$ cat config.mk
export PLATFORM = sky130hd
export DESIGN_NAME = ao_share_arbiter
export DESIGN_NICKNAME = d
export VERILOG_FILES = /design/src/rtl/ao_share_arbiter.sv
export SDC_FILE = /design/constraint.sdc
export NUM_CORES = 1
export LEC_CHECK = 0
export ABC_AREA = 0
export CORE_MARGIN = 10
export CORE_UTILIZATION = 38
export CTS_CLUSTER_SIZE = 25
export DETAILED_ROUTE_END_ITERATION = 10
export PLACE_DENSITY = 0.74
export RECOVER_POWER = 25
export REMOVE_ABC_BUFFERS = 1
export SYNTH_ARGS = -nofsm -noshare
export SYNTH_HDL_FRONTEND = slang
export SYNTH_SLANG_ARGS = --single-unit
$ cat constraint.sdc
create_clock -name clk -period 1.5 [get_ports clk]
set_input_delay 0.15 -clock clk [delete_from_list [all_inputs] [get_ports clk]]
set_output_delay 0.15 -clock clk [all_outputs]
set_load 0.01 [all_outputs]
$ cat src/rtl/ao_share_arbiter.sv
// Four-way round-robin arbiter that evaluates (a&b)|(c&d) on the granted operand slice
// and holds the result until it is acknowledged or the ack timeout expires.
// Optional macro AO_ARB_CNT_EN enables the saturating completed-transaction counter on done_cnt.
module ao_share_arbiter #(
  parameter int ACK_TIMEOUT = 8
) (
  input  logic        clk,
  input  logic        rst,
  input  logic [3:0]  req,
  input  logic [15:0] opnd,
  output logic [3:0]  gnt,
  output logic        res_valid,
  output logic        res_f,
  output logic [1:0]  res_id,
  input  logic        res_ack,
  output logic        to_err,
  output logic [7:0]  done_cnt
);

  localparam int CW = (ACK_TIMEOUT < 2) ? 1 : $clog2(ACK_TIMEOUT + 1);
  localparam logic [CW-1:0] TMO_LIMIT = CW'(ACK_TIMEOUT);
  localparam bit TMO_EN = (ACK_TIMEOUT > 0);

  typedef enum logic [1:0] {
    IDLE  = 2'd0,
    GRANT = 2'd1,
    RESP  = 2'd2
  } state_t;

  state_t        state_q, state_d;
  logic [1:0]    ptr_q, ptr_d;
  logic [1:0]    win_q, win_d;
  logic [3:0]    gnt_q, gnt_d;
  logic          res_valid_q, res_valid_d;
  logic          res_f_q, res_f_d;
  logic [1:0]    res_id_q, res_id_d;
  logic          to_err_q, to_err_d;
  logic [CW-1:0] tmo_cnt_q, tmo_cnt_d;

  logic [1:0]    rr_idx;
  logic [1:0]    rr_cand;
  logic          rr_hit;
  logic [3:0]    win_slice;
  logic          win_f;

  // Scan from the farthest offset down so the requester closest to ptr wins.
  always_comb begin
    rr_hit  = 1'b0;
    rr_idx  = ptr_q;
    rr_cand = ptr_q;
    for (int k = 3; k >= 0; k--) begin
      rr_cand = ptr_q + 2'(k);
      if (req[rr_cand]) begin
        rr_hit = 1'b1;
        rr_idx = rr_cand;
      end
    end
  end

  assign win_slice = opnd[{win_q, 2'b00} +: 4];
  assign win_f     = (win_slice[3] & win_slice[2]) | (win_slice[1] & win_slice[0]);

  always_comb begin
    state_d     = state_q;
    ptr_d       = ptr_q;
    win_d       = win_q;
    gnt_d       = gnt_q;
    res_valid_d = res_valid_q;
    res_f_d     = res_f_q;
    res_id_d    = res_id_q;
    to_err_d    = 1'b0;
    tmo_cnt_d   = tmo_cnt_q;

    case (state_q)
      IDLE: begin
        gnt_d = 4'b0000;
        if (rr_hit) begin
          gnt_d   = 4'(4'b0001 << rr_idx);
          win_d   = rr_idx;
          ptr_d   = rr_idx + 2'd1;
          state_d = GRANT;
        end
      end

      GRANT: begin
        gnt_d       = 4'b0000;
        res_f_d     = win_f;
        res_id_d    = win_q;
        res_valid_d = 1'b1;
        tmo_cnt_d   = '0;
        state_d     = RESP;
      end

      RESP: begin
        // An ack on the very edge the counter expires still counts as a completion.
        if (res_ack) begin
          res_valid_d = 1'b0;
          state_d     = IDLE;
        end else if (TMO_EN) begin
          tmo_cnt_d = tmo_cnt_q + 1'b1;
          if (tmo_cnt_d == TMO_LIMIT) begin
            res_valid_d = 1'b0;
            to_err_d    = 1'b1;
            state_d     = IDLE;
          end
        end
      end

      default: begin
        gnt_d       = 4'b0000;
        res_valid_d = 1'b0;
        state_d     = IDLE;
      end
    endcase
  end

  always_ff @(posedge clk or posedge rst) begin
    if (rst) begin
      state_q     <= IDLE;
      ptr_q       <= 2'd0;
      win_q       <= 2'd0;
      gnt_q       <= 4'b0000;
      res_valid_q <= 1'b0;
      res_f_q     <= 1'b0;
      res_id_q    <= 2'd0;
      to_err_q    <= 1'b0;
      tmo_cnt_q   <= '0;
    end else begin
      state_q     <= state_d;
      ptr_q       <= ptr_d;
      win_q       <= win_d;
      gnt_q       <= gnt_d;
      res_valid_q <= res_valid_d;
      res_f_q     <= res_f_d;
      res_id_q    <= res_id_d;
      to_err_q    <= to_err_d;
      tmo_cnt_q   <= tmo_cnt_d;
    end
  end

  assign gnt       = gnt_q;
  assign res_valid = res_valid_q;
  assign res_f     = res_f_q;
  assign res_id    = res_id_q;
  assign to_err    = to_err_q;

`ifdef AO_ARB_CNT_EN
  logic [7:0] done_cnt_q, done_cnt_d;

  // Only acknowledged completions count; timeouts leave the counter alone.
  always_comb begin
    done_cnt_d = done_cnt_q;
    if ((state_q == RESP) && res_ack && (done_cnt_q != 8'hFF)) begin
      done_cnt_d = done_cnt_q + 8'd1;
    end
  end

  always_ff @(posedge clk or posedge rst) begin
    if (rst) begin
      done_cnt_q <= 8'd0;
    end else begin
      done_cnt_q <= done_cnt_d;
    end
  end

  assign done_cnt = done_cnt_q;
`else
  assign done_cnt = 8'h00;
`endif

endmodule
After elaboration in Yosys (flattened, before gate mapping)
Index checks and enable logic that the tools add are counted.

operators by class
  multiplexer cells = 30
  divide/modulo/power cells = 0
  shift-type cells = 2
  $add $sub $neg = 5
  reductions and logical operators = 6
  magnitude comparators = 4
  bitwise logic cells = 4
  $mul = 0
  equal/unequal tests = 6

operators by type and width
  kind                                                                           number
  4-bit case mux with 2 select lines                                             2
  16-bit by 5-bit indexed part select with 4-bit output                          1
  2-bit two-way mux                                                              7
  1-bit two-way mux                                                              13
  2-bit by 3-bit less-than comparator with 1-bit output (second input constant)  4
  1-bit binary-select mux with 2-bit select                                      4
  4-bit two-way mux                                                              2
  2-bit AND reduction                                                            4
  2-bit case mux with 3 select lines                                             1
  2-bit by 1-bit adder with 2-bit output (second input constant)                 2
  2-bit adder (second input constant)                                            2
  4-bit by 1-bit adder with 4-bit output (second input constant)                 1
  4-bit equality test (second input constant)                                    1
  2-bit inequality test (second input constant)                                  2
  1-bit by 2-bit << shifter with 4-bit output (first input constant)             1
  3-bit inequality test (second input constant)                                  1
  1-bit case mux with 3 select lines                                             1
  1-bit AND                                                                      2
  2-bit by 1-bit equality test with 1-bit output (second input constant)         1
  2-bit equality test (second input constant)                                    1
  2-bit logical NOT                                                              1
  2-bit nonzero test                                                             1
  1-bit inverter                                                                 1
  1-bit bitwise OR                                                               1

storage, ports and cells
  bits of input ports = 23
  memory bits (writable) = 0
  bits in latches = 0
  logic and storage cells = 66
  register bits = 19
  memories kept = 0
  output and inout bits = 17
  bits in read-only memories = 0

Logic depth before layout (Yosys ltp)
  depth in word-level cells = 10
  gate-level depth with buffers = 6
  gate-level depth less buffers = 5

Least setup slack after synthesis
Ideal clock, no wire load.

  path kind = register to register
  start = reg ptr_q[0]
  end = reg ptr_q[1]
  setup time = 0.126 ns
  setup slack = 0.083 ns
  required time = 1.374 ns
  arrival = 1.291 ns
  stages on the path, launching flop included = 6
  path through = dfrtp_1 > nor2b_4 > o21bai_1 > a221o_1 > and3_1 > a221o_1

between the ends
  word-level cells in the longest chain between the ends = 8
  elaborated cells on any way between the ends = 21
  classes of those cells = add/sub (4); mux (16); reduce/logical (1)

ends and longest elaborated chain
  what                                                                                  RTL line  RTL
  start: declaration                                                                    31        logic [1:0] ptr_q, ptr_d;
  start signal: assignment                                                              130       ptr_q <= ptr_d;
  2-bit adder                                                                           52        rr_cand = ptr_q + 2'(k);
  1-bit binary-select mux with 2-bit select                                             53        if (req[rr_cand]) begin
  1-bit two-way mux (not written as such)                                               53
  2-bit two-way mux / 1-bit two-way mux (equally long branches) (4 in a row)            53
  2-bit by 1-bit adder with 2-bit output / 2-bit AND reduction (equally long branches)  n/a

Parallel ways exist; a longest one is shown, timed or not. The select of a mux whose other input is x is not followed.
A chain may end at the register's enable or synchronous reset.

Worst setup path in the final report
Ends and elaborated chain as after synthesis.

==> impl_metrics.json <==
{
  "status": "finished with violations",
  "violations": "negative setup slack",
  "netlist_instances": 107,
  "path_class": "reg -> reg",
  "dr.pass1.iters": 4,
  "utilization_pct": 57.84,
  "syn2layout_area_growth_pct": 42.89,
  "p_int_mw": 1.464,
  "grt_pass1_wl_um": 4464,
  "clk_latency_ns": 0.29,
  "ant_nets": 0,
  "seqPwrFrac_pct": 38.8,
  "holdPathStages": 1,
  "cts.sinks": 19,
  "final_common_cell": "clkdlybuf4s50_1",
  "fill_cells": 230,
  "ir_drop_v": 0.001153,
  "end_kind": "flop",
  "port_buffers": 31,
  "cts_hold_buf": 0,
  "gp_congestion": 0.7784,
  "setup_slack_ns": -0.1025,
  "p_per_area_nw_per_um2": 1599,
  "clockRootBuffer": "clkbuf_4",
  "grt_usage_pct": 10.52,
  "p_switching_uw": 868.3,
  "grt_max_degree": 20,
  "final_cell_mix": "29 x clkdlybuf4s50_1, 18 x dfrtp_1, 11 x buf_4, 10 x a21oi_1",
  "dpl.cell_count": 176,
  "die_area_um2": 5160,
  "clk_pin_slew_ns": 0.11,
  "drive_above_1_share_pct": 14.57,
  "route.detailed.drc": 0,
  "vias_per_cell": 5.011,
  "timing.fmax_mhz": 624.0,
  "pwr-share-clk_pct": 10.9,
  "reg2reg_from": "ptr_q[0]",
  "seq_area_frac_synth_pct": 46.57,
  "stdcell_count": 181,
  "dp_worst_setup_slack_ns": -0.3661,
  "io_pins": 40,
  "p_sw_share_pct": 37.23,
  "ys_warn_count": 0,
  "worst_slew_pin_slew_ns": 0.9744,
  "r2r_cells": 5,
  "slew_headroom_pct": 35.04,
  "worst_setup_path_start_kind": "flop",
  "timing.rr.end": "ptr_q[1]",
  "postLayoutCellArea_um2": 1459,
  "synth.ff_latch_count": 19,
  "wl_per_cell_um": 14.49,
  "final_hold_viol_count": 0,
  "grt.overflow.total": 0,
  "worstHoldPathType": "reg -> reg",
  "diodes": 0,
  "whs_ns": 0.5122,
  "first_global_vias": 977,
  "ys_types": 36,
  "setup_violations": 3,
  "slew_viol_final": 0,
  "cts.path.max_buffers": 2,
  "cts_tree": "yes",
  "hold_end": "gnt[2]",
  "hp-start": "gnt[2]",
  "first_iter_violations": 26,
  "p_leak_nw": 0.6769,
  "required_ns": 1.69,
  "vias": 907,
  "cts_buffers": 3,
  "start_util_pct": 40.48,
  "std_cell_rows": 18,
  "h-tree-depth": 1,
  "combPwrFrac_pct": 50.4,
  "fp.dieW_um": 71.84,
  "core_um2": 2522,
  "syn_area_um2": 1021,
  "min_period_ns": 1.603,
  "antenna_found_initial": 0,
  "skew_ns": 0.006873,
  "nets": 176,
  "min_period_over_period_pct": 106.8,
  "critPathMaxFanout": 3,
  "r2r_slack_ns": -0.10,
  "grt_setup_unrepaired": "true",
  "hpwl_um": 2112,
  "worstPathArrival_ns": 1.79,
  "dpl_cell_area_um2": 1409,
  "cap_violations": 0,
  "die_h_um": 71.84,
  "totalWireLength_um": 2622,
  "syn_area_per_cell_um2": 9.542
}
## power by group through the flow
stage | combinational, mW | sequential, mW | clock, mW
floorplan | 0.497 | 0.952 | 0
global placement | 1.11 | 0.897 | 0
detailed placement | 1.15 | 0.905 | 0
CTS | 1.17 | 0.898 | 0.268
global route | 1.30 | 0.933 | 0.297
finish | 1.17 | 0.904 | 0.254
## synth_stat cells (all sizes together)
| cell type | count | area, um^2 |
|---|---|---|
| dfrtp | 19 | 475.5 |
| a21oi | 11 | 55.05 |
| buf | 9 | 65.06 |
| inv | 9 | 33.78 |
| o21ai | 9 | 45.04 |
| nand2 | 8 | 30.03 |
| nor3 | 4 | 20.02 |
| a21o | 3 | 22.52 |
| nor2 | 3 | 11.26 |
| a221o | 2 | 20.02 |
| a221oi | 2 | 17.52 |
| a22o | 2 | 17.52 |
| a22oi | 2 | 15.01 |
| mux2 | 2 | 22.52 |
| nor2b | 2 | 20.02 |
| o21bai | 2 | 15.01 |
| a211oi | 1 | 7.510 |
| a32o | 1 | 10.01 |
| and2 | 1 | 6.260 |
| and3 | 1 | 6.260 |
| and4 | 1 | 8.760 |
| clkbuf | 1 | 3.750 |
| conb | 1 | 3.750 |
| ha | 1 | 12.51 |
| nand2b | 1 | 6.260 |
| nand4 | 1 | 6.260 |
| nor3b | 1 | 7.510 |
| nor4 | 1 | 6.260 |
| o22ai | 1 | 6.260 |
| o31ai | 1 | 12.51 |
| o32ai | 1 | 8.760 |
| or2b | 1 | 7.510 |
| or3 | 1 | 6.260 |
| xnor2 | 1 | 8.760 |
## through the flow
| stage | total power [mW] | TNS (ns) |
|---|---|---|
| finish | 2.332 | -0.1457 |
| floorplan | 1.449 | 0 |
| global placement | 2.011 | -1.512 |
| CTS | 2.337 | -0.07171 |
| detailed placement | 2.058 | -1.859 |
| global route | 2.532 | -0.3038 |
## logic make-up after synthesis
kind of cell / after synthesis / share of synthesized area (%)
AOI/OAI and AO/OA: 38 / 24.75
and+or+nand+nor: 26 / 13.97
DFF: 19 / 46.57
muxes: 2 / 2.206
xor gates and xnor gates: 1 / 0.8580
adders and majority gates: 1 / 1.225
buffers and inverters: 19 / 10.05
other: 1 / 0.3673
## area by class of cell
type                    count  area, um^2  share of cell area, %
clock inverters             1       5.005                 0.3431
well taps                  30       37.54                  2.573
flip-flops and latches     19       476.7                  32.68
inverters                   9       33.78                  2.316
clock buffers               3       22.52                  1.544
multi-input cells          76       484.2                  33.19
repair buffers             43       399.1                  27.36
## per-layer routing
layer	vias to the layer above	GRT usage (%)	wire length (um)
met1	423	11.31	1069
met4	0	3.656	18
met2	21	17.55	1348
met5	-	0	0
met3	2	5.096	186
li1	461	-	-
## timing repair
item,CTS,global route
gates resized for setup,0,4
pin swaps,0,3
setup endpoints to repair,1,7
buffers inserted,1,1
## critical path: stages (launching register included)
cell and delay [ns]:
dfrtp_1 0.45, nor2b_4 0.06, o21bai_4 0.16, a221o_1 0.35, and3_1 0.20, a221o_1 0.27
## flip-flops by register name, indices dropped and copies added, names as in the netlist
name	flops
gnt	4
ptr_q	2
res_f	1
res_id	2
res_valid	1
state_q	2
tmo_cnt_q	4
to_err	1
win_q	2
## how the worst max path moves through the flow
stage | slack (ns) | to | startpoint | cells past startpoint
floorplan | 0.05 | ptr_q[1] | state_q[0] | 2
global placement | -0.30 | ptr_q[1] | req[2] | 7
detailed placement | -0.37 | ptr_q[1] | req[2] | 6
CTS | -0.07 | ptr_q[1] | ptr_q[1] | 6
global route | -0.14 | ptr_q[1] | ptr_q[0] | 5
finish | -0.10 | ptr_q[1] | ptr_q[0] | 5
(Power assumes the default switching activity.)
